[src/rtl/repetition_ctrl_pkg.sv]
// Shared types and constants for the repetition matcher: qualifier kinds,
// controller states and the latched configuration record.
package repetition_ctrl_pkg;

    localparam int MAX_REPS = 16;
    localparam int CNT_W    = $clog2(MAX_REPS + 1);
    localparam int GAP_W    = 4;

    typedef enum logic {
        CONSECUTIVE = 1'b0,
        GOTO        = 1'b1
    } rep_kind_e;

    typedef enum logic [1:0] {
        IDLE  = 2'd0,
        ARMED = 2'd1,
        COUNT = 2'd2
    } rep_state_e;

    typedef struct packed {
        rep_kind_e          kind;
        logic [CNT_W-1:0]   reps;
        logic [GAP_W-1:0]   min_gap;
    } rep_cfg_t;

    function automatic logic reps_legal(input logic [CNT_W-1:0] reps);
        return (reps != '0) && (reps <= CNT_W'(MAX_REPS));
    endfunction

endpackage

[src/rtl/rep_gap_timer.sv]
// Saturating down-counter: loads a spacing value, counts down once per cycle
// and flags when the required idle spacing has elapsed.
module rep_gap_timer #(
    parameter int W = 4
) (
    input  logic         clk,
    input  logic         rst_n,
    input  logic         load,
    input  logic [W-1:0] load_val,
    output logic         zero
);

    logic [W-1:0] value;

    // NOTE: state registers use non-blocking assignments so every flop samples
    // the pre-edge values regardless of block ordering.
    always_ff @(posedge clk or negedge rst_n) begin
        if (!rst_n) begin
            value <= '0;
        end else if (load) begin
            value <= load_val;
        end else if (value != '0) begin
            value <= value - W'(1);
        end
    end

    assign zero = (value == '0);

endmodule

[src/rtl/repetition_match_ctrl.sv]
// Run-time configurable repetition matcher: consecutive-run detection on a,
// or goto-style counting of b after a with minimum-spacing checking.
module repetition_match_ctrl
    import repetition_ctrl_pkg::*;
(
    input  logic             clk,
    input  logic             rst_n,
    input  logic             cfg_valid,
    output logic             cfg_ready,
    input  logic             cfg_kind,
    input  logic [CNT_W-1:0] cfg_reps,
    input  logic [GAP_W-1:0] cfg_min_gap,
    input  logic             a,
    input  logic             b,
    output logic             match,
    output logic             busy,
    output logic [CNT_W-1:0] count,
    output logic             gap_err,
    output logic             cfg_err
);

    rep_state_e       state_q, state_d;
    rep_cfg_t         cfg_q, cfg_d;
    logic [CNT_W-1:0] count_q, count_d, count_inc;
    logic             match_q, match_d;
    logic             gap_err_q, gap_err_d;
    logic             cfg_err_q, cfg_err_d;
    logic             ready_q;
    logic             timer_load, timer_zero;

    rep_gap_timer #(.W(GAP_W)) u_gap_timer (
        .clk      (clk),
        .rst_n    (rst_n),
        .load     (timer_load),
        .load_val (cfg_q.min_gap),
        .zero     (timer_zero)
    );

    assign count_inc = count_q + CNT_W'(1);

    // NOTE: every variable driven here gets a default first, so no path can
    // leave one unassigned and infer a latch.
    always_comb begin
        state_d    = state_q;
        cfg_d      = cfg_q;
        count_d    = count_q;
        match_d    = 1'b0;
        gap_err_d  = gap_err_q;
        cfg_err_d  = 1'b0;
        timer_load = 1'b0;

        if (cfg_valid) begin
            // A new configuration aborts whatever is running and drops a/b.
            cfg_d.kind    = rep_kind_e'(cfg_kind);
            cfg_d.reps    = cfg_reps;
            cfg_d.min_gap = cfg_min_gap;
            count_d       = '0;
            gap_err_d     = 1'b0;
            if (reps_legal(cfg_reps)) begin
                state_d = ARMED;
            end else begin
                state_d   = IDLE;
                cfg_err_d = 1'b1;
            end
        end else begin
            case (state_q)
                IDLE: ;
                ARMED: begin
                    if (a) begin
                        if (cfg_q.kind == CONSECUTIVE) begin
                            if (cfg_q.reps == CNT_W'(1)) begin
                                match_d = 1'b1;
                                count_d = '0;
                            end else begin
                                count_d = CNT_W'(1);
                                state_d = COUNT;
                            end
                        end else begin
                            count_d    = '0;
                            timer_load = 1'b1;
                            state_d    = COUNT;
                        end
                    end
                end
                COUNT: begin
                    if (cfg_q.kind == CONSECUTIVE) begin
                        if (!a) begin
                            count_d = '0;
                            state_d = ARMED;
                        end else if (count_inc == cfg_q.reps) begin
                            match_d = 1'b1;
                            count_d = '0;
                            state_d = ARMED;
                        end else begin
                            count_d = count_inc;
                        end
                    end else if (b) begin
                        timer_load = 1'b1;
                        if (!timer_zero) begin
                            gap_err_d = 1'b1;
                        end
                        if (count_inc == cfg_q.reps) begin
                            match_d = 1'b1;
                            count_d = '0;
                            state_d = ARMED;
                        end else begin
                            count_d = count_inc;
                        end
                    end
                end
                default: state_d = IDLE;
            endcase
        end
    end

    always_ff @(posedge clk or negedge rst_n) begin
        if (!rst_n) begin
            state_q   <= IDLE;
            cfg_q     <= '0;
            count_q   <= '0;
            match_q   <= 1'b0;
            gap_err_q <= 1'b0;
            cfg_err_q <= 1'b0;
            ready_q   <= 1'b0;
        end else begin
            state_q   <= state_d;
            cfg_q     <= cfg_d;
            count_q   <= count_d;
            match_q   <= match_d;
            gap_err_q <= gap_err_d;
            cfg_err_q <= cfg_err_d;
            ready_q   <= 1'b1;
        end
    end

    assign cfg_ready = ready_q;
    assign match     = match_q;
    assign busy      = (state_q == COUNT);
    assign count     = count_q;
    assign gap_err   = gap_err_q;
    assign cfg_err   = cfg_err_q;

endmodule
[config.mk]
export PLATFORM = sky130hd
export DESIGN_NAME = repetition_match_ctrl
export DESIGN_NICKNAME = d
export VERILOG_FILES = /design/src/rtl/repetition_ctrl_pkg.sv /design/src/rtl/rep_gap_timer.sv /design/src/rtl/repetition_match_ctrl.sv
export SDC_FILE = /design/constraint.sdc
export NUM_CORES = 1
export LEC_CHECK = 0
export CAP_MARGIN = 20
export CORE_ASPECT_RATIO = 0.7
export CORE_UTILIZATION = 37
export DETAILED_ROUTE_END_ITERATION = 10
export PLACE_DENSITY = 0.58
export SYNTH_ARGS = -nofsm -noshare
export SYNTH_HDL_FRONTEND = slang
export SYNTH_SLANG_ARGS = --single-unit
[constraint.sdc]
create_clock -name clk -period 4.25 [get_ports clk]
set_input_delay 0.85 -clock clk [delete_from_list [all_inputs] [get_ports clk]]
set_output_delay 0.85 -clock clk [all_outputs]
set_load 0.02 [all_outputs]
==> results of run 1 <==
critical path: stages (launching register included):
cell	delay, ns
dfrtp_1	0.41
inv_1	0.10
ha_1	0.38
clkdlybuf4s50_1	0.68
cells in the mapped netlist:
master / count
a41oi_1: 1
o32a_1: 1
nor3b_1: 1
clkbuf_1: 3
or3_1: 1
nor4_1: 2
a21oi_1: 1
or2_2: 2
nand4b_1: 1
a21o_1: 1
mux2i_1: 2
ha_1: 6
nand3_1: 3
o2bb2ai_1: 1
nand4_1: 1
a221oi_1: 1
nor3_1: 3
o21ai_0: 8
nand2b_1: 4
a211oi_2: 1
nand2_1: 11
a41o_1: 1
conb_1: 1
and3b_1: 1
xor2_1: 3
nor2b_1: 4
mux2_2: 11
dfrtp_1: 25
nor3b_2: 1
nor2_1: 8
a22o_1: 3
and2_1: 1
buf_2: 1
xnor2_1: 8
inv_1: 4
a211oi_1: 1
nor3_2: 1
o31ai_1: 2
state kept, by name, indices dropped and copies added, names as in the netlist:
signal,cells
match,1
gap_err,1
cfg_err,1
cfg_ready,1
count,5
cfg_q,10
state_q,2
u_gap_timer.value,4
logic make-up after synthesis:
logic type / synth area share
simple gates: 0.176
fa+ha+maj: 0.0544
xor+xnor: 0.0699
other cells: 0.00272
flops: 0.454
buf+inv: 0.0227
mux: 0.104
compound gates: 0.116
through the flow:
stage	utilization	hold WS (ns)	area (um^2)	setup slack [ns]
6_report	0.489	0.486	1730	1.56
5_1_grt	0.489	0.536	1730	1.42
4_1_cts	0.489	0.497	1730	1.53
3_5_place_dp	0.475	0.470	1680	1.62
3_3_place_gp	0.475	0.473	1680	1.67
2_1_floorplan	-	0.446	1380	2.27
where the power goes:
part | internal (mW) | switching, mW | total (mW)
Combinational | 0.116 | 0.120 | 0.236
Sequential | 0.277 | 0.0362 | 0.313
Clock | 0.0664 | 0.0766 | 0.143
Total | 0.460 | 0.233 | 0.692
final timing paths:
kind                            startpoint              endpoint  cells after the start
max in group asynchronous            rst_n  u_gap_timer.value[3]                      2
worst min-delay path              cfg_q[2]  u_gap_timer.value[2]                      2
worst max register to register  state_q[0]              count[2]                      7
worst min register to register    cfg_q[2]  u_gap_timer.value[2]                      2
min in group asynchronous            rst_n              count[1]                      2
worst max-delay path            state_q[0]                  busy                      3
cells in the final DEF, fill, tap and decap left out, drive strengths merged, types with 2 or more instances in the layout:
| cell | n |
|---|---|
| dfrtp | 25 |
| clkdlybuf4s50 | 24 |
| nand2 | 11 |
| mux2 | 11 |
| xnor2 | 8 |
| nor2 | 8 |
| o21ai | 8 |
| ha | 6 |
| inv | 4 |
| nor2b | 4 |
| nand2b | 4 |
| nor3 | 4 |
| nand3 | 3 |
| xor2 | 3 |
| a22o | 3 |
| clkbuf | 3 |
| nor4 | 2 |
| o31ai | 2 |
| or2 | 2 |
| mux2i | 2 |
| buf | 2 |
| nor3b | 2 |
| a211oi | 2 |
area by class of cell:
type / instances / area, um^2 / share of cell area
repair buffers: 26 / 255 / 0.148
well taps: 50 / 62.6 / 0.0362
inverters: 4 / 15.0 / 0.00868
multi-input cells: 98 / 722 / 0.418
flip-flops and latches: 25 / 626 / 0.362
clock inverters: 1 / 7.51 / 0.00434
clock buffers: 3 / 41.3 / 0.0239
per-layer routing:
metal  share of wire  vias to the layer above  track usage  routed length, um
met5               0                        -            0                  0
met4               0                        0       0.0189                  0
met3           0.039                        0       0.0343                108
met2            0.43                       22        0.239               1170
met1            0.53                      492        0.226               1460
li1                -                      513            -                  -
==> summary.md, run 1 <==
| Metric | Value |
|---|---|
| Result of the run | `completed` |
| F_max | `0.372 GHz` |
| Overall die area | `3980 um^2` |
| Diode count | `0` |
| Count of maximum capacitance violations | `0` |
| Fillers | `338` |
| First-pass iteration count of the detailed router | `4` |
| Number of CTS-inserted buffers | `3` |
| Initial cell density of the core | `0.390` |
| Share of the clock period used by the worst path | `0.633` |
| DIE WIDTH | `75.0 um` |
| CTS H-tree depth | `1` |
| Unique masters post-synth | `38` |
| Total Negative Setup Slacks | `0 ns` |
| Routed Wire Length | `2.75 mm` |
| Max rail drop VDD | `0.000210 V` |
| Tightest slew margin relative to the limit | `0.536` |
| Largest cells by area after synthesis | `dfrtp_1 45%, mux2_2 9.0%, ha_1 5.4%` |
| Avg Vias per Cell | `4.96` |
| Power density over the cells | `400 nW/um^2` |
| GRT Total Usage | `0.155` |
| Via count of the routed design | `1027` |
| CTS tree | `done` |
| CTS Root Cell | `clkbuf_8` |
| Startpoint types | `flip-flop` |
| RSZ-0062 raised after global routing | `no` |
| Post-synthesis instance area | `1380 um^2` |
| Syn nets | `152` |
| Clock slew seen by the registers of the worst setup and hold paths | `0.09 ns` |
| Final Skew | `0.00361 ns` |
| Post-CTS Setup Bufs | `0` |
| Final weighted congestion in routability-driven placement | `0.785` |
| Std cell rows | `18` |
| Post-route insts no fill | `207` |
| Fin. max-slew vios | `0` |
| Final period demand of the worst path | `2.69 ns` |
| Gate Count Post-Synth | `131` |
| CP Data Required Time | `3.40 ns` |
| Leading area contributor after synthesis | `dfrtp_1` |
| PostCTS Resize Cnt | `0` |
| Average cell area after synthesis | `10.5 um^2` |
| Vias in the first global route | `993` |
| CP Max Fanout | `11` |
| Core region area | `3540 um^2` |
| Number of nets with antenna violations after routing | `0` |
| Worst hold path class | `reg -> reg` |
| Lkg Pwr | `0.702 nW` |
| Clock insertion delay at the later pin of the skew report | `0.27 ns` |
| Vertical extent of the die | `53.1 um` |
| CP Class | `reg -> out` |
| Routed wirelength normalized by instance count | `13.3 um` |
| Drt drc | `0` |
| Worst path arrival time | `1.84 ns` |
| Ports | `25` |
| Count of warnings emitted by yosys | `0` |
| Residual overflow from global routing | `0` |
| CTS hold repair buffers | `0` |
| Count of routing violations after the opening detailed-route iteration | `76` |
| Antenna violations before repair | `0` |
| First-pass GRT wire length | `4.51 mm` |
| Clk buf depth | `2` |
| Input/output buffers | `24` |
| Post-detailed-placement half-perimeter wirelength | `2.05 mm` |
| Worst reg2reg setup slack | `2.18 ns` |
| CP endpoint kind | `primary output` |
| Num Clock Sinks | `25` |
| Part of the Yosys area used for sequential elements | `0.454` |
| Final setup violation count | `0` |
| Top-area cell type share of the netlist area | `0.454` |
| Placed cells | `203` |
| Post-synthesis to final-layout area growth | `25.4%` |
| Pin count of the biggest net entering global routing | `26` |
| Number of nets in the layout | `179` |
| Tightest Pin Transition | `0.690 ns` |
| Yosys reg bits | `25` |
| Hold Fails Final Rpt | `0` |
| Share of post-route cells with drive strength above 1 | `0.140` |
| Sum of internal, switching and leakage power | `0.692 mW` |
No activity file was read; power rests on OpenSTA's default activity.
==> run 2: changes to the inputs <==
--- a/config.mk
+++ b/config.mk
@@ -9,7 +9,7 @@
 export CORE_ASPECT_RATIO = 0.7
 export CORE_UTILIZATION = 37
 export DETAILED_ROUTE_END_ITERATION = 10
-export PLACE_DENSITY = 0.58
+export PLACE_DENSITY = 0.6
 export SYNTH_ARGS = -nofsm -noshare
 export SYNTH_HDL_FRONTEND = slang
 export SYNTH_SLANG_ARGS = --single-unit
==> constraint.sdc (replaced) <==
create_clock -name clk -period 2.2 [get_ports clk]
set_input_delay 0.44 -clock clk [delete_from_list [all_inputs] [get_ports clk]]
set_output_delay 0.44 -clock clk [all_outputs]
set_load 0.02 [all_outputs]
==> summary.md, run 2 (synthesis gave the netlist of run 1 again) <==
| Metric | Value |
|---|---|
| Result of the run | `completed` |
| Post-route insts no fill | `212 (+2.4%)` |
| Cell type group with the largest total delay on the critical path | `simple AND/OR/NAND/NOR gates` |
| CP Max Fanout | `11 (unchanged)` |
| Final Skew | `0.00401 ns (+0.000396 ns)` |
| Count of routing violations after the opening detailed-route iteration | `67 (-12%)` |
| Worst hold path startpoint | `cfg_q[2]` |
| Worst hold path class | `reg -> reg` |
| Most flops, register | `cfg_q` |
| Clk buf depth | `2 (unchanged)` |
| Vertical extent of the die | `53.1 um (unchanged)` |
| CTS H-tree depth | `1 (unchanged)` |
| Clock insertion delay at the later pin of the skew report | `0.27 ns (about the same)` |
| Commonest cells after routing, fill and taps aside | `25 x dfrtp_1, 23 x clkdlybuf4s50_1, 11 x nand2_1, 11 x mux2_2` |
| Worst reg2reg endpoint | `count[2]` |
| Share of post-route cells with drive strength above 1 | `0.173 (+0.0327)` |
| Max rail drop VDD | `0.000340 V (+62%)` |
| Share of the core filled with cells in the final layout | `0.500 (+0.0113)` |
| Hold-critical path endpoint | `u_gap_timer.value[2]` |
| CP endpoint kind | `flip-flop` |
| Startpoint types | `flip-flop` |
| Flip-flop count of the largest register, all copies and words added | `10 (unchanged)` |
| Most common cell after layout, fill and taps aside | `dfrtp_1` |
| Std cell rows | `18 (unchanged)` |
| Hold Fails Final Rpt | `0 (unchanged)` |
| Buf/Inv on CP | `1 (-1)` |
| Routed wirelength normalized by instance count | `13.8 um (+4.1%)` |
| Lkg Pwr | `0.749 nW (+6.6%)` |
| Core region area | `3540 um^2 (unchanged)` |
| Antenna violations before repair | `0 (unchanged)` |
| Share of the clock period used by the worst path | `0.890` |
| Vias in the first global route | `1003 (+1.0%)` |
| First-pass iteration count of the detailed router | `4 (unchanged)` |
| Clock slew seen by the registers of the worst setup and hold paths | `0.09 ns (about the same)` |
| Total Negative Setup Slacks | `0 ns (unchanged)` |
| Worst reg2reg setup slack | `0.24 ns (-1.94 ns)` |
| Pin count of the biggest net entering global routing | `26 (unchanged)` |
| Final weighted congestion in routability-driven placement | `0.897 (+14%)` |
| Count of cells along the worst register-to-register path | `7 (unchanged)` |
| Count of maximum capacitance violations | `0 (unchanged)` |
| DIE WIDTH | `75.0 um (unchanged)` |
| Fin. max-slew vios | `0 (unchanged)` |
| RSZ-0062 raised after global routing | `no` |
| Residual overflow from global routing | `0 (unchanged)` |
| F_max | `0.511 GHz` |
| Worst path arrival time | `2.12 ns (+0.28 ns)` |
| Final worst slack | `0.243 ns (-1.32 ns)` |
| Routed Wire Length | `2.93 mm (+6.6%)` |
| Number of nets with antenna violations after routing | `0 (unchanged)` |
| Hold Path Depth | `2 (unchanged)` |
| CP max stage cell | `dfrtp_1` |
| Worst R2R Start | `state_q[0]` |
| CP Data Required Time | `2.36 ns (-1.04 ns)` |
| Area of placed instances | `1720 um^2 (+2.2%)` |
| Ports | `25 (unchanged)` |
| Final period demand of the worst path | `1.96 ns` |
| CTS tree | `done` |
| GRT Total Usage | `0.167 (+0.0120)` |
| Sum of internal, switching and leakage power | `1.36 mW (+96%)` |
| Number of nets in the layout | `184 (+2.8%)` |
| Cells along the critical path | `inv_1 -> ha_2 -> and3b_1 -> nor3_2 -> nor2_1 -> o21ai_0 -> a22o_1` |
| Via count of the routed design | `1041 (+1.4%)` |
| Placement-stage worst setup slack | `0.180 ns (-1.44 ns)` |
| Num Clock Sinks | `25 (unchanged)` |
| Avg Vias per Cell | `4.91 (-1.0%)` |
| CP Class | `reg -> reg` |
| Drt drc | `0 (unchanged)` |
| Input/output buffers | `24 (unchanged)` |
| Power density over the cells | `767 nW/um^2 (+92%)` |
| Largest stage delay, worst path | `0.42 ns (-0.26 ns)` |
| Overall die area | `3980 um^2 (unchanged)` |
| First-pass GRT wire length | `4.77 mm (+5.7%)` |
| Post-detailed-placement half-perimeter wirelength | `2.19 mm (+7.2%)` |
| Placed cells | `208 (+2.5%)` |
| Final setup violation count | `0 (unchanged)` |
| Number of CTS-inserted buffers | `3 (unchanged)` |
| CTS hold repair buffers | `0 (unchanged)` |
| CTS Root Cell | `clkbuf_8` |
| Post-synthesis to final-layout area growth | `28.3%` |
| Diode count | `0 (unchanged)` |
| Cell area after layout | `1770 um^2 (+2.3%)` |
| Final hold slack | `0.485 ns (-0.00131 ns)` |
| Initial cell density of the core | `0.390 (unchanged)` |
## run 2: power breakdown
group          switching [mW]  internal (mW)  total (mW)  leakage, nW
combinational           0.246          0.244       0.491        0.410
clock                   0.143          0.127       0.270       0.0255
sequential             0.0613          0.536       0.597        0.313
## run 2: repair_timing
item	CTS	global route
buffers inserted	0	0
setup endpoints to repair	1	1
gates resized for setup	1	1
## run 2: metal layers
metal / vias to the layer above / part of all wire / global-route usage
met1: 487 / 0.52 / 0.238
met2: 28 / 0.42 / 0.246
met3: 4 / 0.057 / 0.0514
li1: 522 / - / -
met5: - / 0 / 0
met4: 0 / 0.0051 / 0.0346
## run 2: cell type report
type	count	area [um^2]
flip-flops and latches	25	626
clock inverters	1	5.00
multi-input cells	98	724
fillers	346	1770
clock buffers	3	41.3
well taps	50	62.6
inverters	4	15.0
repair buffers	31	295
## run 2: how the worst max path moves through the flow
stage                     from  endpoint  slack [ns]  cells after the start
floorplan           state_q[0]  count[2]        0.31                      8
global placement    state_q[0]      busy        0.22                      3
detailed placement           b  count[4]        0.18                      6
CTS                 state_q[0]      busy       0.008                      3
global route        state_q[0]  count[3]        0.13                      7
finish              state_q[0]  count[2]        0.24                      7
## run 2: worst min-delay path: cells and delay by family (launching register included)
| family | cells | cell delay [ns] |
|---|---|---|
| flops | 1 | 0.35 |
| compound gates | 1 | 0.06 |
| simple gates | 1 | 0.05 |
==> run 3: changes to the inputs <==
--- a/config.mk
+++ b/config.mk
@@ -5,7 +5,7 @@
 export SDC_FILE = /design/constraint.sdc
 export NUM_CORES = 1
 export LEC_CHECK = 0
-export CAP_MARGIN = 20
+export CAP_MARGIN = 40
 export CORE_ASPECT_RATIO = 0.7
 export CORE_UTILIZATION = 37
 export DETAILED_ROUTE_END_ITERATION = 10
==> results of run 3 <==
The final DEF is identical to that of run 2; final timing and power are the same.
